--- src/rtl/systolic_scheduler.sv ---
// Control sequencer for an N x N weight-stationary systolic array.
// Each tile runs a weight-load phase (broadcast or row-sequential), then a
// multiply phase where row r is enabled PE_LATENCY cycles after row r-1.
// A job runs a programmable number of tiles back to back. Every output is a
// flop, so the stall input only acts on the cycle after it is sampled.
module systolic_scheduler #(
    parameter int MATRIX_SIZE = 2,
    parameter int PE_LATENCY  = 4,
    parameter int TILE_W      = 8
) (
    input  logic                   clk,
    input  logic                   reset,
    input  logic                   general_enable,
    input  logic                   start,
    input  logic                   load_mode,
    input  logic [TILE_W-1:0]      tile_count,
    output logic                   busy,
    output logic [MATRIX_SIZE-1:0] load_weight,
    output logic [MATRIX_SIZE-1:0] enable_mult,
    output logic                   tile_done,
    output logic                   done
);

    localparam int N        = MATRIX_SIZE;
    localparam int L        = PE_LATENCY;
    localparam int MULT_LEN = (2 * N - 1) * L;
    // MULT_LEN >= 3, so at least two bits; it also covers the N-cycle load phase
    localparam int CNT_W    = $clog2(MULT_LEN);

    localparam logic [CNT_W-1:0] LOAD_LAST = CNT_W'(N - 1);
    localparam logic [CNT_W-1:0] MULT_LAST = CNT_W'(MULT_LEN - 1);

    typedef enum logic [1:0] {
        IDLE = 2'd0,
        LOAD = 2'd1,
        MULT = 2'd2
    } state_t;

    state_t            state;
    logic [CNT_W-1:0]  idx;         // cycle index inside the current phase
    logic [TILE_W-1:0] tiles_left;  // tiles remaining, including the current one
    logic              mode;        // captured load_mode for the whole job

    // Row strobes for load cycle k: all rows in broadcast, one-hot row k otherwise
    function automatic logic [N-1:0] load_mask(input logic seq, input logic [CNT_W-1:0] k);
        logic [N-1:0] mask;
        if (seq) begin
            mask = '0;
            for (int r = 0; r < N; r++) begin
                if (int'(k) == r) mask[r] = 1'b1;
            end
        end else begin
            mask = '1;
        end
        return mask;
    endfunction

    // Row r multiplies for N*L cycles starting at multiply index r*L
    function automatic logic [N-1:0] mult_mask(input logic [CNT_W-1:0] m);
        logic [N-1:0] mask;
        int           mi;
        mi = int'(m);
        for (int r = 0; r < N; r++) begin
            mask[r] = (mi >= r * L) && (mi < (r + N) * L);
        end
        return mask;
    endfunction

    // Sequencer: state, counters and registered outputs advance only on enabled edges
    always_ff @(posedge clk) begin
        if (reset) begin
            state       <= IDLE;
            idx         <= '0;
            tiles_left  <= '0;
            mode        <= 1'b0;
            busy        <= 1'b0;
            load_weight <= '0;
            enable_mult <= '0;
            tile_done   <= 1'b0;
            done        <= 1'b0;
        end else if (!general_enable) begin
            // Stalled cycle: strobes and pulses are masked, everything else holds.
            // Pulses are only produced on enabled edges, so none are lost here.
            load_weight <= '0;
            enable_mult <= '0;
            tile_done   <= 1'b0;
            done        <= 1'b0;
        end else begin
            load_weight <= '0;
            enable_mult <= '0;
            tile_done   <= 1'b0;
            done        <= 1'b0;
            case (state)
                IDLE: begin
                    if (start) begin
                        state       <= LOAD;
                        idx         <= '0;
                        mode        <= load_mode;
                        tiles_left  <= (tile_count == '0) ? TILE_W'(1) : tile_count;
                        busy        <= 1'b1;
                        load_weight <= load_mask(load_mode, CNT_W'(0));
                    end else begin
                        busy <= 1'b0;
                    end
                end
                LOAD: begin
                    if (idx == LOAD_LAST) begin
                        state       <= MULT;
                        idx         <= '0;
                        enable_mult <= mult_mask(CNT_W'(0));
                    end else begin
                        idx         <= idx + CNT_W'(1);
                        load_weight <= load_mask(mode, idx + CNT_W'(1));
                    end
                end
                MULT: begin
                    if (idx == MULT_LAST) begin
                        idx       <= '0;
                        tile_done <= 1'b1;
                        if (tiles_left > TILE_W'(1)) begin
                            tiles_left  <= tiles_left - TILE_W'(1);
                            state       <= LOAD;
                            load_weight <= load_mask(mode, CNT_W'(0));
                        end else begin
                            tiles_left <= '0;
                            state      <= IDLE;
                            busy       <= 1'b0;
                            done       <= 1'b1;
                        end
                    end else begin
                        idx         <= idx + CNT_W'(1);
                        enable_mult <= mult_mask(idx + CNT_W'(1));
                    end
                end
                default: begin
                    state <= IDLE;
                    busy  <= 1'b0;
                end
            endcase
        end
    end

endmodule

--- config.mk ---
export PLATFORM = sky130hd
export DESIGN_NAME = systolic_scheduler
export DESIGN_NICKNAME = d
export VERILOG_FILES = /design/src/rtl/systolic_scheduler.sv
export SDC_FILE = /design/constraint.sdc
export NUM_CORES = 1
export LEC_CHECK = 0
export ABC_CLOCK_PERIOD_IN_PS = 4200
export BUFFER_PORTS_ARGS = -buffer_cell sky130_fd_sc_hd__buf_2
export CAP_MARGIN = 20
export CORE_AREA = 10 10 70 72
export DETAILED_ROUTE_END_ITERATION = 8
export DIE_AREA = 0 0 80 82
export GPL_TIMING_DRIVEN = 0
export PLACE_DENSITY = 0.69
export SLEW_MARGIN = 20
export SYNTH_ARGS = -nofsm -noshare
export SYNTH_HDL_FRONTEND = slang
export SYNTH_SLANG_ARGS = --single-unit
--- constraint.sdc ---
create_clock -name clk -period 4.2 [get_ports clk]
set_input_delay 0.63 -clock clk [delete_from_list [all_inputs] [get_ports clk]]
set_output_delay 0.63 -clock clk [all_outputs]
set_load 0.005 [all_outputs]
### After elaboration in Yosys (flattened, before gate mapping)

Cells that the tools add are included.
W data, S select, Z words.

| word-level totals | value |
|---|---|
| register bits after elaboration | 22 |
| input bits | 13 |

| operators by class | value |
|---|---|
| add/subtract/negate cells | 2 |
| order comparisons | 4 |
| equality and inequality tests | 9 |
| mux-type cells | 33 |
| bitwise operators | 4 |
| reduce and logical (&&, ||, !) cells | 14 |

Operator list:

| cell | count |
|---|---|
| $mux W8 | 4 |
| $mux W2 | 11 |
| $pmux W8 S2 | 1 |
| $mux W4 | 3 |
| $pmux W2 S3 | 2 |
| $pmux W4 S3 | 1 |
| $reduce_and A4 Y1 | 3 |
| $mux W1 | 9 |
| $gt A8 B1 Y1 const B | 1 |
| $logic_not A8 Y1 | 1 |
| $lt A4 B4 Y1 const B | 2 |
| $ne A2 B2 Y1 const B | 4 |
| $sub A8 B1 Y8 const B | 1 |
| $reduce_and A3 Y1 | 2 |
| $add A4 B1 Y4 const B | 1 |
| $eq A4 B1 Y1 const B | 1 |
| $eq A4 B2 Y1 const B | 1 |
| $eq A4 B4 Y1 const B | 1 |
| $ge A4 B3 Y1 const B | 1 |
| $logic_not A4 Y1 | 1 |
| $not A1 Y1 | 4 |
| $pmux W2 S2 | 1 |
| $reduce_or A4 Y1 | 1 |
| $pmux W1 S3 | 1 |
| other kinds (8) | 8 |

### Depth between registers and ports, before layout

Gate-level depths: netlist of the first run.

| depth | value |
|---|---|
| word-level depth | 6 |
| depth in mapped cells | 7 |
| mapped depth without buffers | 6 |

### Worst setup path after synthesis of the first run

Ideal clock, no wire load.

| timing | value |
|---|---|
| path kind | register -> register |
| start | register idx[0] |
| end | register busy |
| data arrival time | 1.540 ns |
| data required time | 4.084 ns |
| path slack | 2.544 ns |
| cell stages (with the launch flop) | 6 |
| buffers on the path | 0 |
| clock period less this slack | 1.656 ns |
| cell sequence | dfxtp_1 ha_1 nand3b_4 o41ai_2 a311oi_1 a41o_1 |

| on the way | value |
|---|---|
| cells in the longest elaborated chain, start to end | 3 |

Ends and longest elaborated chain:

| what | RTL line | RTL |
|---|---|---|
| from (decl) | 40 | `logic [CNT_W-1:0] idx;` |
| from (signal assigned) | 112 | `idx <= idx + CNT_W'(1);` |
| from (signal assigned) | 131 | `idx <= idx + CNT_W'(1);` |
| $eq A4 B4 Y1 | 117 | `if (idx == MULT_LAST) begin` |
| $ne A2 B2 Y1 (no source line) | n/a |  |
| $reduce_and A4 Y1 (no source line) | n/a |  |
| to (signal assigned) | 103 | `busy <= 1'b0;` |
| to (signal assigned) | 127 | `busy <= 1'b0;` |
| to (signal assigned) | 137 | `busy <= 1'b0;` |
| to (decl) | 17 | `output logic busy,` |

Every way passes these cells.
A chain may end at the register's enable or synchronous reset.

### Final worst setup path of the first run

| timing | value |
|---|---|
| start | register tiles_left[0] |
| end | register tiles_left[1] |

| on the way | value |
|---|---|
| cells in the longest elaborated chain, start to end | 4 |
| elaborated cells between the ends (all ways) | 5 |
| those cells by class | add/sub (1); order compare (1); mux (3) |

Ends and longest elaborated chain:

| what | RTL line | RTL |
|---|---|---|
| from (decl) | 41 | `logic [TILE_W-1:0] tiles_left;` |
| from (signal assigned) | 99 | `tiles_left <= (tile_count == '0) ? TILE_W'(1) : tile_count;` |
| from (signal assigned) | 121 | `tiles_left <= tiles_left - TILE_W'(1);` |
| $sub A8 B1 Y8 or $gt A8 B1 Y1 (tied branches) | 121, 120 |  |
| $mux W8 (*) | 120 | `if (tiles_left > TILE_W'(1)) begin` |
| $mux W8 (*) | 117 |  |
| $pmux W8 S2 (*) | 93 | `case (state)` |

Mark *: on every way between the ends. The rest lies on a longest branch, timed or not. The select of a mux whose other input is x is not followed.

==> out/metrics.cfg, run 1 <==
[placement]
pre_cts_slack_ps=2286
placed_cells=244
io_buffers=19
post-dp-hpwl_mm=2.954
gp_congestion=0.8533

[cts]
cts_buffer_depth=2
htreeDepth=1
clockRootBuffer=clkbuf_4
hold_buffers=0
clock_latency_ps=330
cts_resized=0
cts_tree=yes
clock_sinks=22
postCtsSetupRepairBufs=0
clk_pin_slew_ps=140
cts_buffers=3

[synth]
synth_fp_nets=201
synth_cell_types=54
yosys_warnings=0
synth.area.top_cells=dfxtp_1 29%, ha_1 9.0%, inv_1 3.2%, nor2_1 3.2%, nand3_1 3.0%
syn_inst=177
async_flop_share=0
synth_flop_cell=dfxtp_1
netlist_area_mm2=0.001523
ys_seq_area_frac=0.2892
syn_area_per_cell_um2=8.603
synth_seq_cells=22
synth_top_cell_by_area=dfxtp_1
yosysTopAreaCellShare=0.2892
synth_edf_count=0

[routing]
drtAntennaViolNets=0
dr.first_iter.drc_count=134
vias=1426
dr.pass1.iters=4
wirelength_mm=3.870
wl_per_cell_um=15.60
viasPerCell=5.750
drc=0

[timing]
setup_viol=0
fin_ws_ps=2261
tightest_slew_ps=541.5
tns_ps=0
finClkSkew_ps=4.108
maxSlewHeadroom=0.6339
slew_viol_final=0
rsz0062_at_grt=false
timing.final.crit_share=0.4618
fmax_ghz=0.5156
final.min_clock_period_ps=1939
final-hold-violation-count=0

[worst_setup_path]
crit_path_start_kind=flop
cp.arrival_ps=2190
slowest_stage=dfxtp_1
crit_required_ps=4450
rrSetupSlack_ps=2260
rr_startpoint=tiles_left[0]
cp_cell_sequence=inv_1 -> ha_1 -> nor2_1 -> o31ai_4 -> a2bb2oi_1 -> a211oi_1
critical_path_class=reg -> reg
critPathTopFamily=compound AO/OA/AOI/OAI gates
worst_r2r_path_depth=6
end_kind=flop
path_buf_inv=1
cp_slowest_stage_delay_ps=460
cp.depth=6
worstPathMaxFanout=9
r2r-end=tiles_left[1]

[die]
row_count=22
core_region_area_mm2=0.003578
die_h_um=82
dieArea_mm2=0.006560
die_w_um=80
start_util=0.4255
io_pins=20

[job]
drv_cap=0

[global_routing]
first_global_vias=1344
grt_pass1_wl_mm=6.499
grt_max_degree=14
track_usage=0.1221
antenna_found_initial=0
gr-total-overflow=0

[layout]
instances_no_fill=248
nNetsFinal=225
antenna_cells=0
area_growth_pct=13.64
drive_above_1_share=0.1850
layout_common_cells=22 x dfxtp_1, 20 x buf_2, 13 x inv_1, 13 x nor2_1, 12 x nand2_1
final_common_cell=dfxtp_1

[power]
peakVddDrop_mv=0.1254
leakage_nw=0.7464
power_density_mw_per_mm2=308.3

[min_path]
hp-class=reg -> reg
min_to=idx[1]
hold_start=idx[1]
holdPathStages=2

[run_status]
status=finished, final reports clean

report_power, final:
group	switching (W)	total, W	internal (W)
clock	0.0000750	0.000172	0.0000966
combinational	0.0000772	0.000132	0.0000547
sequential	0.0000107	0.000230	0.000219
total	0.000163	0.000533	0.000371
final cells by class:
cell class,instances,area (µm²)
multi-input cells,136,994.7
plain buffers,6,38.79
flip-flops and latches,22,440.4
clock buffers,3,22.52
clock inverters,1,30.03
inverters,13,48.80
well taps,48,60.06
fillers,362,1848
repair buffers,19,95.09
kinds of logic (layout without fill, tap and decap cells):
| group | after synthesis | in the layout | synth area share |
|---|---|---|---|
| simple gates | 71 | 71 | 0.2712 |
| compound gates | 49 | 49 | 0.2605 |
| flops | 22 | 22 | 0.2892 |
| buf+inv | 19 | 42 | 0.05752 |
| fa+ha+maj | 11 | 11 | 0.09038 |
| mux | 3 | 3 | 0.01972 |
| xor+xnor | 2 | 2 | 0.01151 |
flip-flops by register name (all words and copies together), names as in the netlist:
| register | count |
|---|---|
| tiles_left | 8 |
| enable_mult | 2 |
| state | 2 |
| tile_done | 1 |
| done | 1 |
| mode | 1 |
| idx | 4 |
| busy | 1 |
| load_weight | 2 |
synth_stat cells, drive strengths merged (3+ instances only):
cell and n:
and3 3, or3 4, nand2 12, o21a 4
inv 13, a21oi 8, a31oi 3, nor4 4
buf 4, o22ai 3, nor2 13, nand3 9
a211oi 4, ha 11, dfxtp 22, nor3 9
o311ai 3, nor2b 4, o21ai 5, nand2b 3
mux2i 3
per-stage QoR:
step                hold slack (ps)  area [µm²]  total power [W]  utilization
floorplan                     487.6        1523        0.0003286            -
global placement              515.5        1678        0.0003628       0.4689
detailed placement            524.4        1678        0.0003640       0.4689
CTS                           542.3        1730        0.0005357       0.4836
global route                  580.8        1730        0.0005595       0.4836
finish                        535.1        1730        0.0005335       0.4836
worst max path at each step:
stage / start / endpoint / slack (ps)
after floorplan: idx[0] / busy / 2540
after global placement: tiles_left[0] / tiles_left[6] / 2310
after detailed placement: tiles_left[0] / tiles_left[6] / 2290
after CTS: tiles_left[0] / tiles_left[6] / 2250
after global routing: tiles_left[0] / tiles_left[6] / 1980
final: tiles_left[0] / tiles_left[1] / 2260
routing by layer:
layer,share of wire,track usage
met4,0.017,0.04930
met2,0.45,0.1926
met5,0,0
met3,0.069,0.01528
met1,0.47,0.1644
worst reg2reg max path: cells and delay by family, from the launching register on:
kind | cells | cell delay, ps
and+or+nand+nor | 1 | 420
buffers and inverters | 1 | 90
AOI/OAI and AO/OA | 3 | 620
DFF | 1 | 460
adders and majority gates | 1 | 270
Note: power is estimated with default switching activity, not from simulation.
==> inputs of run 2 (changes only) <==
- ABC_CLOCK_PERIOD_IN_PS: 4200 -> 2000
- clock period: 4.2 -> 2 ns (I/O delays scaled with it)
==> run 2 against run 1 <==
Clock skew is 2.2 ps higher; register-to-register slack worse by 2100 ps; clock-buffer cell count stayed put; wire length is 0.16% higher; utilization is 0.80 points higher; largest cell class unchanged; critical path type unchanged; critical path depth is 1 higher.
==> out/metrics.cfg, run 2 (synthesized netlist as in run 1, its figures left out) <==
[run_status]
status=finished, final reports clean

[timing]
maxSlewHeadroom=0.6482
tightest_slew_ps=522.9
slew_viol_final=0
fmax_ghz=0.5322
finClkSkew_ps=6.333
timing.final.crit_share=0.9395
tns_ps=0
setup_viol=0
final-hold-violation-count=0
final.min_clock_period_ps=1879
fin_ws_ps=121.1
rsz0062_at_grt=false

[worst_setup_path]
rrSetupSlack_ps=120
crit_path_start_kind=flop
rr_startpoint=state[0]
cp_common_cell=inv_1
crit_required_ps=2250
cp_cell_sequence=inv_1 -> ha_1 -> buf_4 -> inv_1 -> o32ai_2 -> a31oi_1 -> o211a_1
worstPathMaxFanout=10
r2r-end=tiles_left[5]
worst_r2r_path_depth=7
cp.arrival_ps=2130
cp-startpoint=state[0]
cp-endpoint=tiles_left[5]
critical_path_class=reg -> reg
end_kind=flop
slowest_stage=dfxtp_1
cp_slowest_stage_delay_ps=370

[layout]
antenna_cells=0
seq_area_um2=440.4
layout_common_cells=22 x dfxtp_1, 20 x buf_2, 13 x inv_1, 12 x nor2_1, 12 x nand2_1
final_common_cell=dfxtp_1
finalCoreUtilization=0.4916
nFillCells=358
multiInputGateArea_mm2=0.001022
nNetsFinal=225
largest_register_ffs=8
top_register=tiles_left
largestRegisters=tiles_left: 8 flops, idx: 4 flops
area_growth_pct=15.53
instances_no_fill=248
final_area_mm2=0.001759
drive_above_1_share=0.2200

[power]
leakage_nw=0.7505
power_density_mw_per_mm2=644.0
peakVddDrop_mv=0.2705

[placement]
gp_congestion=0.8533
post-dp-hpwl_mm=2.954
placed_cells=244
placed_cell_area_mm2=0.001678
pre_cts_slack_ps=85.78
io_buffers=19

[global_routing]
first_global_vias=1344
antenna_found_initial=0
track_usage=0.1221
gr-total-overflow=0
grt_pass1_wl_mm=6.499
grt_max_degree=14

[die]
die_w_um=80
core_region_area_mm2=0.003578
start_util=0.4255
dieArea_mm2=0.006560
io_pins=20
die_h_um=82
row_count=22

[routing]
viasPerCell=5.718
drc=0
dr.first_iter.drc_count=98
vias=1418
wl_per_cell_um=15.63
drtAntennaViolNets=0
dr.pass1.iters=5
wirelength_mm=3.876

[cts]
clk_pin_slew_ps=140
clock_latency_ps=330
cts_buffers=3
clock_sinks=22
htreeDepth=1
postCtsSetupRepairBufs=0
cts_buffer_depth=2
cts_tree=yes
clockRootBuffer=clkbuf_4
hold_buffers=0

[min_path]
hp-class=in -> reg
holdPathStages=3

[job]
drv_cap=0

-- run 2: metal layers --
layer / global-route usage / vias up / wire (µm)
met3: 0.01528 / 5 / 221
met2: 0.1926 / 42 / 1760
met5: 0 / - / 0
met4: 0.04930 / 0 / 72
li1: - / 707 / -
met1: 0.1644 / 664 / 1822
-- run 2: area by class of cell --
cell class / count / area share
inverters: 13 / 0.02774
clock inverters: 1 / 0.01707
well taps: 48 / 0.03414
clock buffers: 3 / 0.01280
plain buffers: 6 / 0.02276
multi-input cells: 136 / 0.5811
flip-flops and latches: 22 / 0.2504
repair buffers: 19 / 0.05405
-- run 2: power breakdown --
part	total (W)	switching (W)	leakage, nW	internal (W)
sequential	0.000484	0.0000231	0.179	0.000460
clock	0.000363	0.000160	0.0279	0.000203
combinational	0.000286	0.000165	0.544	0.000121
total	0.00113	0.000349	0.751	0.000784
-- run 2: what timing repair did --
action | CTS | global route
setup endpoints to repair | 0 | 10
resized for setup | 0 | 8
endpoints found under the hold margin | 0 | 0
-- run 2: worst min path at each step --
stage / start / endpoint / slack, ps
floorplan: load_mode / mode / 440
global placement: idx[1] / idx[1] / 520
detailed placement: idx[1] / idx[1] / 520
CTS: load_mode / mode / 220
global route: tile_count[4] / tiles_left[4] / 260
finish: load_mode / mode / 210
-- run 2: through the flow --
step	power, W	hold slack [ps]
after CTS	0.001125	219.0
after global placement	0.0007618	515.5
after floorplan	0.0006901	443.9
after global routing	0.001186	260.1
final	0.001133	213.1
after detailed placement	0.0007643	524.4
-- run 2: critical path: cells and delay by family (launching register included) --
kind / cells / cell delay [ps]
compound gates: 3 / 650
buf+inv: 3 / 500
flops: 1 / 370
fa+ha+maj: 1 / 280
==> inputs of run 3 (changes only) <==
- CORE_AREA: 10 10 70 72 -> 2 2 62 64
- DIE_AREA: 0 0 80 82 -> 0 0 64 66
==> run 3 against run 2 <==
Clock-buffer cell count is the same; critical path depth shrank 2; first-iteration DRC count shrank 9.2%; utilization grew 0.099 points; non-clock buffer count is the same; combinational power shrank 2%; via count shrank 3.5%; sequential cell count is the same; sequential share of layout area grew 0.21 points; power shrank 1.5%; highest routed layer unchanged.
==> out/metrics.cfg, run 3 (synthesized netlist as in run 1, its figures left out) <==
[layout]
nNetsFinal=225
largest_register_ffs=8
instances_no_fill=248
area_growth_pct=14.87
finalCoreUtilization=0.4926
top_register=tiles_left
largestRegisters=tiles_left: 8 flops, idx: 4 flops
final_common_cell=dfxtp_1
antenna_cells=0
layout_common_cells=21 x dfxtp_1, 20 x buf_2, 13 x inv_1, 12 x nor2_1, 12 x nand2_1
drive_above_1_share=0.2150

[worst_setup_path]
slowest_stage=dfxtp_1
crit_required_ps=2230
critPathTopFamily=compound AO/OA/AOI/OAI gates
cp_cell_sequence=ha_2 -> nand3b_4 -> a211oi_4 -> nand2_1 -> o32ai_1
rr_startpoint=idx[1]
rrSetupSlack_ps=180
worst_r2r_path_depth=5
end_kind=flop
path_buf_inv=0
cp_slowest_stage_delay_ps=460
r2r-end=tiles_left[6]
cp.arrival_ps=2050
worstPathMaxFanout=7
critical_path_class=reg -> reg
crit_path_start_kind=flop

[cts]
clock_latency_ps=320
hold_buffers=0
htreeDepth=1
cts_buffer_depth=2
cts_buffers=3
cts_tree=yes
clockRootBuffer=clkbuf_4
postCtsSetupRepairBufs=0
cts_resized=0
clock_sinks=22
clk_pin_slew_ps=140

[timing]
tns_ps=0
timing.final.crit_share=0.9093
maxSlewHeadroom=0.6495
final.min_clock_period_ps=1819
final-hold-violation-count=0
fin_ws_ps=181.3
finClkSkew_ps=8.524
slew_viol_final=0
rsz0062_at_grt=false
fmax_ghz=0.5498
setup_viol=0
tightest_slew_ps=521.0
hold_ws_ps=235.4

[global_routing]
grt_pass1_wl_mm=6.044
gr-total-overflow=0
grt_max_degree=14
track_usage=0.1840
first_global_vias=1290
antenna_found_initial=0

[routing]
drtAntennaViolNets=0
routed.top_layer=met4
wl_per_cell_um=14.25
dr.pass1.iters=4
drt-met1-wl_mm=1.733
dr_wl_met2_mm=1.614
viasPerCell=5.520
wl_met3_um=160
dr.first_iter.drc_count=89
drc=0
wirelength_mm=3.533
vias=1369

[die]
io_pins=20
dieArea_mm2=0.004224
die_w_um=64
core_region_area_mm2=0.003551
row_count=22
die_h_um=66
start_util=0.4288

[power]
power_density_mw_per_mm2=637.7
comb_power_share=0.250
intPower_w=0.0007812
switchingPower_w=0.0003343
peakVddDrop_mv=0.2710
p_seq_frac=0.433
leakage_nw=0.7546
switching_share=0.2997
power.share.clock=0.317

[placement]
gp_congestion=0.9222
placed_cells=244
post-dp-hpwl_mm=2.721
io_buffers=19
pre_cts_slack_ps=109.6

[min_path]
hold_start=tile_count[7]
min_to=tiles_left[7]
holdPathStages=3
hp-class=in -> reg

[run_status]
status=finished, final reports clean

[job]
drv_cap=0

run 3: cell counts in the layout (fill, tap and decap cells not counted):
No cell type changed its count.
run 3: through the flow:
step           cell area, µm²  total power, W
2_1_floorplan            1523       0.0006901
4_1_cts                  1730        0.001119
5_1_grt                  1749        0.001178
3_3_place_gp             1678       0.0007618
3_5_place_dp             1678       0.0007638
6_report                 1749        0.001115
run 3: how the worst max path moves through the flow:
stage	start	endpoint	slack, ps	cells past startpoint
finish	idx[1]	tiles_left[6]	180	5
global route	state[0]	tiles_left[5]	4	7
global placement	tiles_left[0]	tiles_left[1]	110	6
detailed placement	tiles_left[0]	tiles_left[1]	110	6
floorplan	idx[0]	busy	340	5
CTS	tiles_left[0]	tiles_left[1]	70	6
run 3: final cells by class:
class,count,area (µm²)
multi-input combinational,136,1011
timing repair buffer,19,95.09
inverter,13,48.80
sequential,22,441.7
clock buffer,3,22.52
fill,356,1802
clock inverter,1,30.03
buffer,6,40.04
tap,48,60.06
run 3: tightest hold or removal path: stages:
cell and delay (ps):
buf_2 90, nand3_1 50, o311ai_1 80
run 3: per-layer routing:
| layer | track usage | vias up |
|---|---|---|
| met5 | 0 | - |
| met2 | 0.3047 | 27 |
| met4 | 0.06522 | 0 |
| met3 | 0.02555 | 2 |
| met1 | 0.2435 | 630 |
| li1 | - | 710 |
run 3: power groups by stage:
stage	registers (W)	logic [W]	clock network [W]
6_report	0.000483	0.000279	0.000354
5_1_grt	0.000486	0.000310	0.000381
3_3_place_gp	0.000491	0.000271	0
4_1_cts	0.000482	0.000274	0.000363
2_1_floorplan	0.000487	0.000203	0
3_5_place_dp	0.000492	0.000272	0
